==> config.mk <==
export PLATFORM = sky130hd
export DESIGN_NAME = cla_pipe
export DESIGN_NICKNAME = d
export VERILOG_FILES = /design/src/rtl/cla_pipe.sv
export SDC_FILE = /design/constraint.sdc
export NUM_CORES = 1
export LEC_CHECK = 0
export CORE_AREA = 2 2 141 102
export DETAILED_ROUTE_END_ITERATION = 12
export DIE_AREA = 0 0 143 104
export PLACE_DENSITY_LB_ADDON = 0.2
export SYNTH_ARGS = -nofsm -noshare
export SYNTH_HDL_FRONTEND = slang
export SYNTH_SLANG_ARGS = --single-unit
==> constraint.sdc <==
create_clock -name clk -period 9.45 [get_ports clk]
set_input_delay 1.4175 -clock clk [delete_from_list [all_inputs] [get_ports clk]]
set_output_delay 1.4175 -clock clk [all_outputs]
set_load 0.02 [all_outputs]
==> src/rtl/cla_pipe.sv <==
// cla_pipe: pipelined N-bit carry-lookahead adder/subtractor, one W=N/S chunk per stage.
// Ports: clk/reset (sync, active-high); in_valid/in_ready + input1, input2, sub accept an op;
// out_valid/out_ready deliver result = {carry_out, sum} and signed overflow.
module cla_pipe #(
    parameter int N = 50,
    parameter int S = 2
) (
    input  logic         clk,
    input  logic         reset,
    input  logic         in_valid,
    output logic         in_ready,
    input  logic [N-1:0] input1,
    input  logic [N-1:0] input2,
    input  logic         sub,
    output logic         out_valid,
    input  logic         out_ready,
    output logic [N:0]   result,
    output logic         overflow
);
    localparam int W = N / S;

    // Flat sum-of-products lookahead: each carry is formed directly from g/p and cin.
    function automatic logic [W:0] cla(input logic [W-1:0] a, input logic [W-1:0] b, input logic cin);
        logic [W-1:0] g;
        logic [W-1:0] p;
        logic [W:0]   c;
        logic         pp;
        g = a & b;
        p = a ^ b;
        c = '0;
        c[0] = cin;
        for (int i = 1; i <= W; i++) begin
            pp = 1'b1;
            for (int j = i - 1; j >= 0; j--) begin
                c[i] = c[i] | (g[j] & pp);
                pp = pp & p[j];
            end
            c[i] = c[i] | (pp & cin);
        end
        return {c[W], p ^ c[W-1:0]};
    endfunction

    // Stage k registers hold the full operand/sum words; chunks above k are the input skew,
    // chunks up to k the de-skewed partial sum. B is stored already inverted for subtraction.
    logic [N-1:0] a_q [S];
    logic [N-1:0] b_q [S];
    logic [N-1:0] s_q [S];
    logic [N-1:0] a_in [S];
    logic [N-1:0] b_in [S];
    logic [N-1:0] s_in [S];
    logic [N-1:0] s_d [S];
    logic [W:0]   r [S];
    logic [S-1:0] v_q, v_d, c_q, c_d, ci;
    logic         ov_q, ov_d;

    assign out_valid = v_q[S-1];
    assign in_ready  = !out_valid || out_ready;
    assign result    = {c_q[S-1], s_q[S-1]};
    assign overflow  = ov_q;

    always_comb begin
        a_in[0] = input1;
        b_in[0] = input2 ^ {N{sub}};
        s_in[0] = '0;
        ci[0]   = sub;
        v_d[0]  = in_valid;
        for (int k = 1; k < S; k++) begin
            a_in[k] = a_q[k-1];
            b_in[k] = b_q[k-1];
            s_in[k] = s_q[k-1];
            ci[k]   = c_q[k-1];
            v_d[k]  = v_q[k-1];
        end
        for (int k = 0; k < S; k++) begin
            r[k] = cla(a_in[k][k*W +: W], b_in[k][k*W +: W], ci[k]);
            s_d[k] = s_in[k];
            s_d[k][k*W +: W] = r[k][W-1:0];
            c_d[k] = r[k][W];
        end
        ov_d = (a_in[S-1][N-1] == b_in[S-1][N-1]) && (s_d[S-1][N-1] != a_in[S-1][N-1]);
    end

    // Global stall: everything holds while the output is blocked.
    always_ff @(posedge clk) begin
        if (reset) begin
            a_q  <= '{default: '0};
            b_q  <= '{default: '0};
            s_q  <= '{default: '0};
            v_q  <= '0;
            c_q  <= '0;
            ov_q <= 1'b0;
        end else if (in_ready) begin
            a_q  <= a_in;
            b_q  <= b_in;
            s_q  <= s_d;
            v_q  <= v_d;
            c_q  <= c_d;
            ov_q <= ov_d;
        end
    end
endmodule

=== Word level (Yosys, flattened, before mapping) ===
Cells that the tools add are included.

* Equal/unequal tests: 2
* Bitwise gates (word level): 1,907
* Reductions and logical operators: 3

{| class="wikitable"
|+ Operators with widths
! cell !! count
|-
| bitwise AND 1 bit || 1,250
|-
| OR 1 bit || 650
|-
| XOR 25 bit || 4
|-
| bitwise AND 25 bit || 2
|-
| XOR 50 bit || 1
|-
| equality test 1 bit || 1
|-
| logical AND 1 bit || 1
|-
| zero test 1 bit || 1
|-
| logical OR 1 bit || 1
|-
| != test 1 bit || 1
|}

* Flip-flop bits (word level): 180
* Bits of input ports: 105
* Word-level logic and storage cells: 1,919

=== Logic depth before layout (Yosys ltp) ===
* Depth in word-level cells: 29
* Mapped depth: 13
* Mapped depth without buffers: 9

=== Worst setup path after synthesis ===
No wires, ideal clock.

* Path kind: input to register
* Start point: input sub
* End point: register s_q (netlist bit s_d[24])
* Arrival: 4.296 ns
* Required time: 9.317 ns
* Setup slack: 5.020 ns
* Stages: 12
* Path buffers: 3
* Cells stage by stage: buf_2 > buf_1 > buf_1 > xor2_1 > ha_1 > and2_1 > a21oi_1 > o2111a_1 > o21ai_0 > a221oi_1 > or4_1 > o211ai_1

* Longest elaborated chain between the ends: 28
* Elaborated cells between the ends (all ways): 75

{| class="wikitable"
|+ Ends and longest elaborated chain
! element !! RTL line !! text
|-
| from (decl) || 14 || <nowiki>input logic sub,</nowiki>
|-
| XOR 50 bit || 63 || <nowiki>b_in[0] = input2 ^ {N{sub}};</nowiki>
|-
| bitwise AND 25 bit / XOR 25 bit (equally long branches) || 28, 29 ||
|-
| bitwise AND 1 bit, on equally long branches || 35, 36 ||
|-
| OR 1 bit (tied with other cells) (22 in a row) || 35 || <nowiki>c[i] = c[i] | (g[j] & pp);</nowiki>
|-
| OR 1 bit / bitwise AND 1 bit (equally long branches) || 35, 38 ||
|-
| OR 1 bit || 38 || <nowiki>c[i] = c[i] | (pp & cin);</nowiki>
|-
| XOR 25 bit (*) || 40 || <nowiki>return {c[W], p ^ c[W-1:0]};</nowiki>
|-
| to (signal assigned) || 88 || <nowiki>s_q <= '{default: '0};</nowiki>
|-
| to (signal assigned) || 95 || <nowiki>s_q <= s_d;</nowiki>
|-
| to (decl) || 47 || <nowiki>logic [N-1:0] s_q [S];</nowiki>
|}

Mark *: on every way between the ends. The rest lies on a longest branch, timed or not.
A chain may end at the register's enable or synchronous reset.

=== Worst setup path in the final report ===
* Start point: input out_ready
* End point: output in_ready

* Longest elaborated chain between the ends: 1

{| class="wikitable"
|+ Ends and longest elaborated chain
! element !! RTL line !! text
|-
| from (decl) || 16 || <nowiki>input logic out_ready,</nowiki>
|-
| logical OR 1 bit || 57 || <nowiki>assign in_ready = !out_valid || out_ready;</nowiki>
|-
| to (decl) || 11 || <nowiki>output logic in_ready,</nowiki>
|}

No other way between the ends.

==> metrics.txt <==
CP bufs+invs=4; syn_area_per_cell=8.002 um2; total global-route track usage=0.2587; Yosys Warn Count=0; Area Growth Syn to Fin=31.29%; delay-heaviest family, CP=buffers and inverters; Sink Count=130; Post-Syn Instances=slightly above 900; power consumption=0.001827 W; Data arrival, critical path=3800 ps; syn nets=1,066; Vias=approximately 6,900; number of synthesized register bits=130; Fin. Hold Viols=0; f_max=0.1915 GHz; Routed Antenna Nets=0; worst-path cell chain=clkdlybuf4s50_1, nor2b_4, buf_4, inv_4, clkdlybuf4s50_1; period utilization=0.5526; Nets=1,191; worst-case clock buffer depth=2; Die Y=104 um; ys async rst share=0; final RePlAce weighted congestion=0.9381; drc violations=0; max_cap viols=0; GRT overflow=0; Slowest-stage cell, CP=buf_4; Startpoint Class=input port; VDD IR max=133.3 uV; Worst setup EP type=output pin; largest net degree at the start of global routing=86; Leak Pwr=about 4 nW; vias per cell=5.538; worst-margin pin slew=a little under 900 ps; Seq/Total Area, Yosys=0.3574; Slew Limit Fails=0; top post-synthesis cells by count=nand2_1 (174), dfxtp_1 (130), a21oi_1 (106), nor2_1 (57); Clock Latency Late Sink=410 ps; number of hold buffers added after CTS=0; Tmin final=5222 ps; Worst Path Max Fanout=78; CTS clock-pin slew for the worst setup and hold paths=50 ps; clk root buf=clkbuf_16; cell with the most instances after synthesis=nand2_1; diode count=0; Port Buf Inserts=158; Starting Density=0.5371; Area contributors post-synth=dfxtp_1 (36%), nand2_1 (9.0%), ha_1 (8.6%); post-synth cell types=59; layout cells sized above 1=0.04967; Setup Buffers After CTS=0; CP dominant cell by count=clkdlybuf4s50_1; critical path class=input port to output pin; vias in the first global route=around 6,200; router iterations before antenna repair=5; Worst slew margin=0.4048; unrepaired setup endpoints after global routing=false; DPL Wire Length=13.65 mm; core area=0.01356 mm2; initial DRC count=571; P per Cell Area=~190 mW/mm2; Ports=159; dominant cell type by area after synthesis=dfxtp_1; Die Footprint=approximately 0.015 mm2; Routed WL=around 19 mm; initial antenna violation count=0; Clock H-tree levels=4; TritonCTS Buffers=17; post_cts resized=0; CTS tree=built; first-pass GRT wire length=30.98 mm; critical path's largest stage delay=a little under 700 ps; Die W=143 um; Routed WL per cell=15.51 um; Filler Cell Count=1,118; setup violators final=0; Mapped Area=0.007282 mm2; row count=36; Hold/Removal Path Class=flop to flop; ys flop type=dfxtp_1; clock skew=7.069 ps; Post-synth EDFFs=0; Worst EP required=8030 ps; top cell type's share of synthesized area=0.3574; status=finished, final reports clean; setup TNS=0 ps
[final timing paths]
check             startpoint         end  slack, ps  cells after the start
setup / recovery   out_ready    in_ready       4230                      5
hold / removal    result[20]  result[20]        450                      2
setup reg to reg    a_in[34]  result[42]       6730                      8
hold reg to reg   result[20]  result[20]        450                      2
[layout by cell type, fill, tap and decap left out, types with 3 or more instances in the layout]
| cell | synthesis | routed |
|---|---|---|
| buf_4 | 1 | 7 |
| a31oi_1 | 10 | 10 |
| nand4_1 | 7 | 7 |
| dfxtp_1 | 130 | 130 |
| clkbuf_16 | 0 | 17 |
| a21o_1 | 22 | 22 |
| bufinv_16 | 0 | 4 |
| a211oi_1 | 34 | 34 |
| inv_1 | 11 | 11 |
| and3_1 | 9 | 9 |
| o21a_1 | 6 | 6 |
| a21oi_1 | 106 | 106 |
| a41oi_1 | 3 | 3 |
| o211ai_1 | 7 | 7 |
| ha_1 | 50 | 50 |
| nand2_1 | 174 | 174 |
| xor2_1 | 46 | 46 |
| nor2_1 | 57 | 57 |
| o2111ai_1 | 3 | 3 |
| nand3_1 | 21 | 21 |
| a211o_1 | 3 | 3 |
| and2_1 | 5 | 5 |
| clkinvlp_4 | 0 | 4 |
| nor2b_1 | 4 | 3 |
| nor3_1 | 6 | 6 |
| clkdlybuf4s50_1 | 0 | 156 |
| o21ai_0 | 46 | 46 |
| a221oi_1 | 4 | 4 |
| xnor2_1 | 43 | 43 |
| or3_1 | 4 | 4 |
[cells by family after synthesis]
| kind of cell | synth area share |
|---|---|
| simple gates | 0.1746 |
| compound gates | 0.2328 |
| flops | 0.3574 |
| xor+xnor | 0.1070 |
| buf+inv | 0.03677 |
| fa+ha+maj | 0.08866 |
| mux | 0.002749 |
[worst min-delay path, stage by stage (launching register included)]
cell	delay [ps]
dfxtp_1	310
nand2_1	50
a21oi_1	50
[per-layer routing]
metal / routed length (um) / share of wire / track usage / up-vias
li1: - / - / - / 3447
met1: 9691 / 0.51 / 0.4007 / 3157
met2: 7954 / 0.41 / 0.3630 / 231
met3: 1380 / 0.072 / 0.05479 / 16
met4: 160 / 0.0083 / 0.05799 / 0
met5: 0 / 0 / 0 / -
[report_power, final]
| part | internal [W] | switching [W] | leakage [nW] | total [W] |
|---|---|---|---|---|
| clock network | 0.000455 | 0.000247 | 0.298 | 0.000702 |
| logic | 0.000217 | 0.000255 | 2.56 | 0.000472 |
| registers | 0.000615 | 0.0000385 | 1.08 | 0.000653 |
[state kept, by name, indices dropped and copies added, names as in the netlist]
signal / flops
a_in: 25
b_in: 25
c_q: 2
overflow: 1
result: 50
s_d: 25
v_q: 2
[layout make-up]
| type | count | area (um2) | share of cell area |
|---|---|---|---|
| multi-input cells | 710 | 4419 | 0.4622 |
| flip-flops and latches | 130 | 2603 | 0.2722 |
| repair buffers | 164 | 1619 | 0.1693 |
| clock buffers | 19 | 452.9 | 0.04738 |
| well taps | 190 | 237.7 | 0.02487 |
| clock inverters | 12 | 181.4 | 0.01898 |
| inverters | 12 | 47.55 | 0.004973 |
[per-stage QoR]
step	instances	setup slack, ps	util	instance area, um2	hold WS [ps]
detailed placement	1206	4237	0.6584	8926	442.4
finish	1237	4228	0.7052	9560	449.8
CTS	1237	4236	0.7052	9560	454.5
floorplan	910	5020	-	7282	424.9
global route	1237	4058	0.7052	9560	473.4
global placement	1206	4236	0.6584	8926	433.0
(Power assumes the default switching activity.)
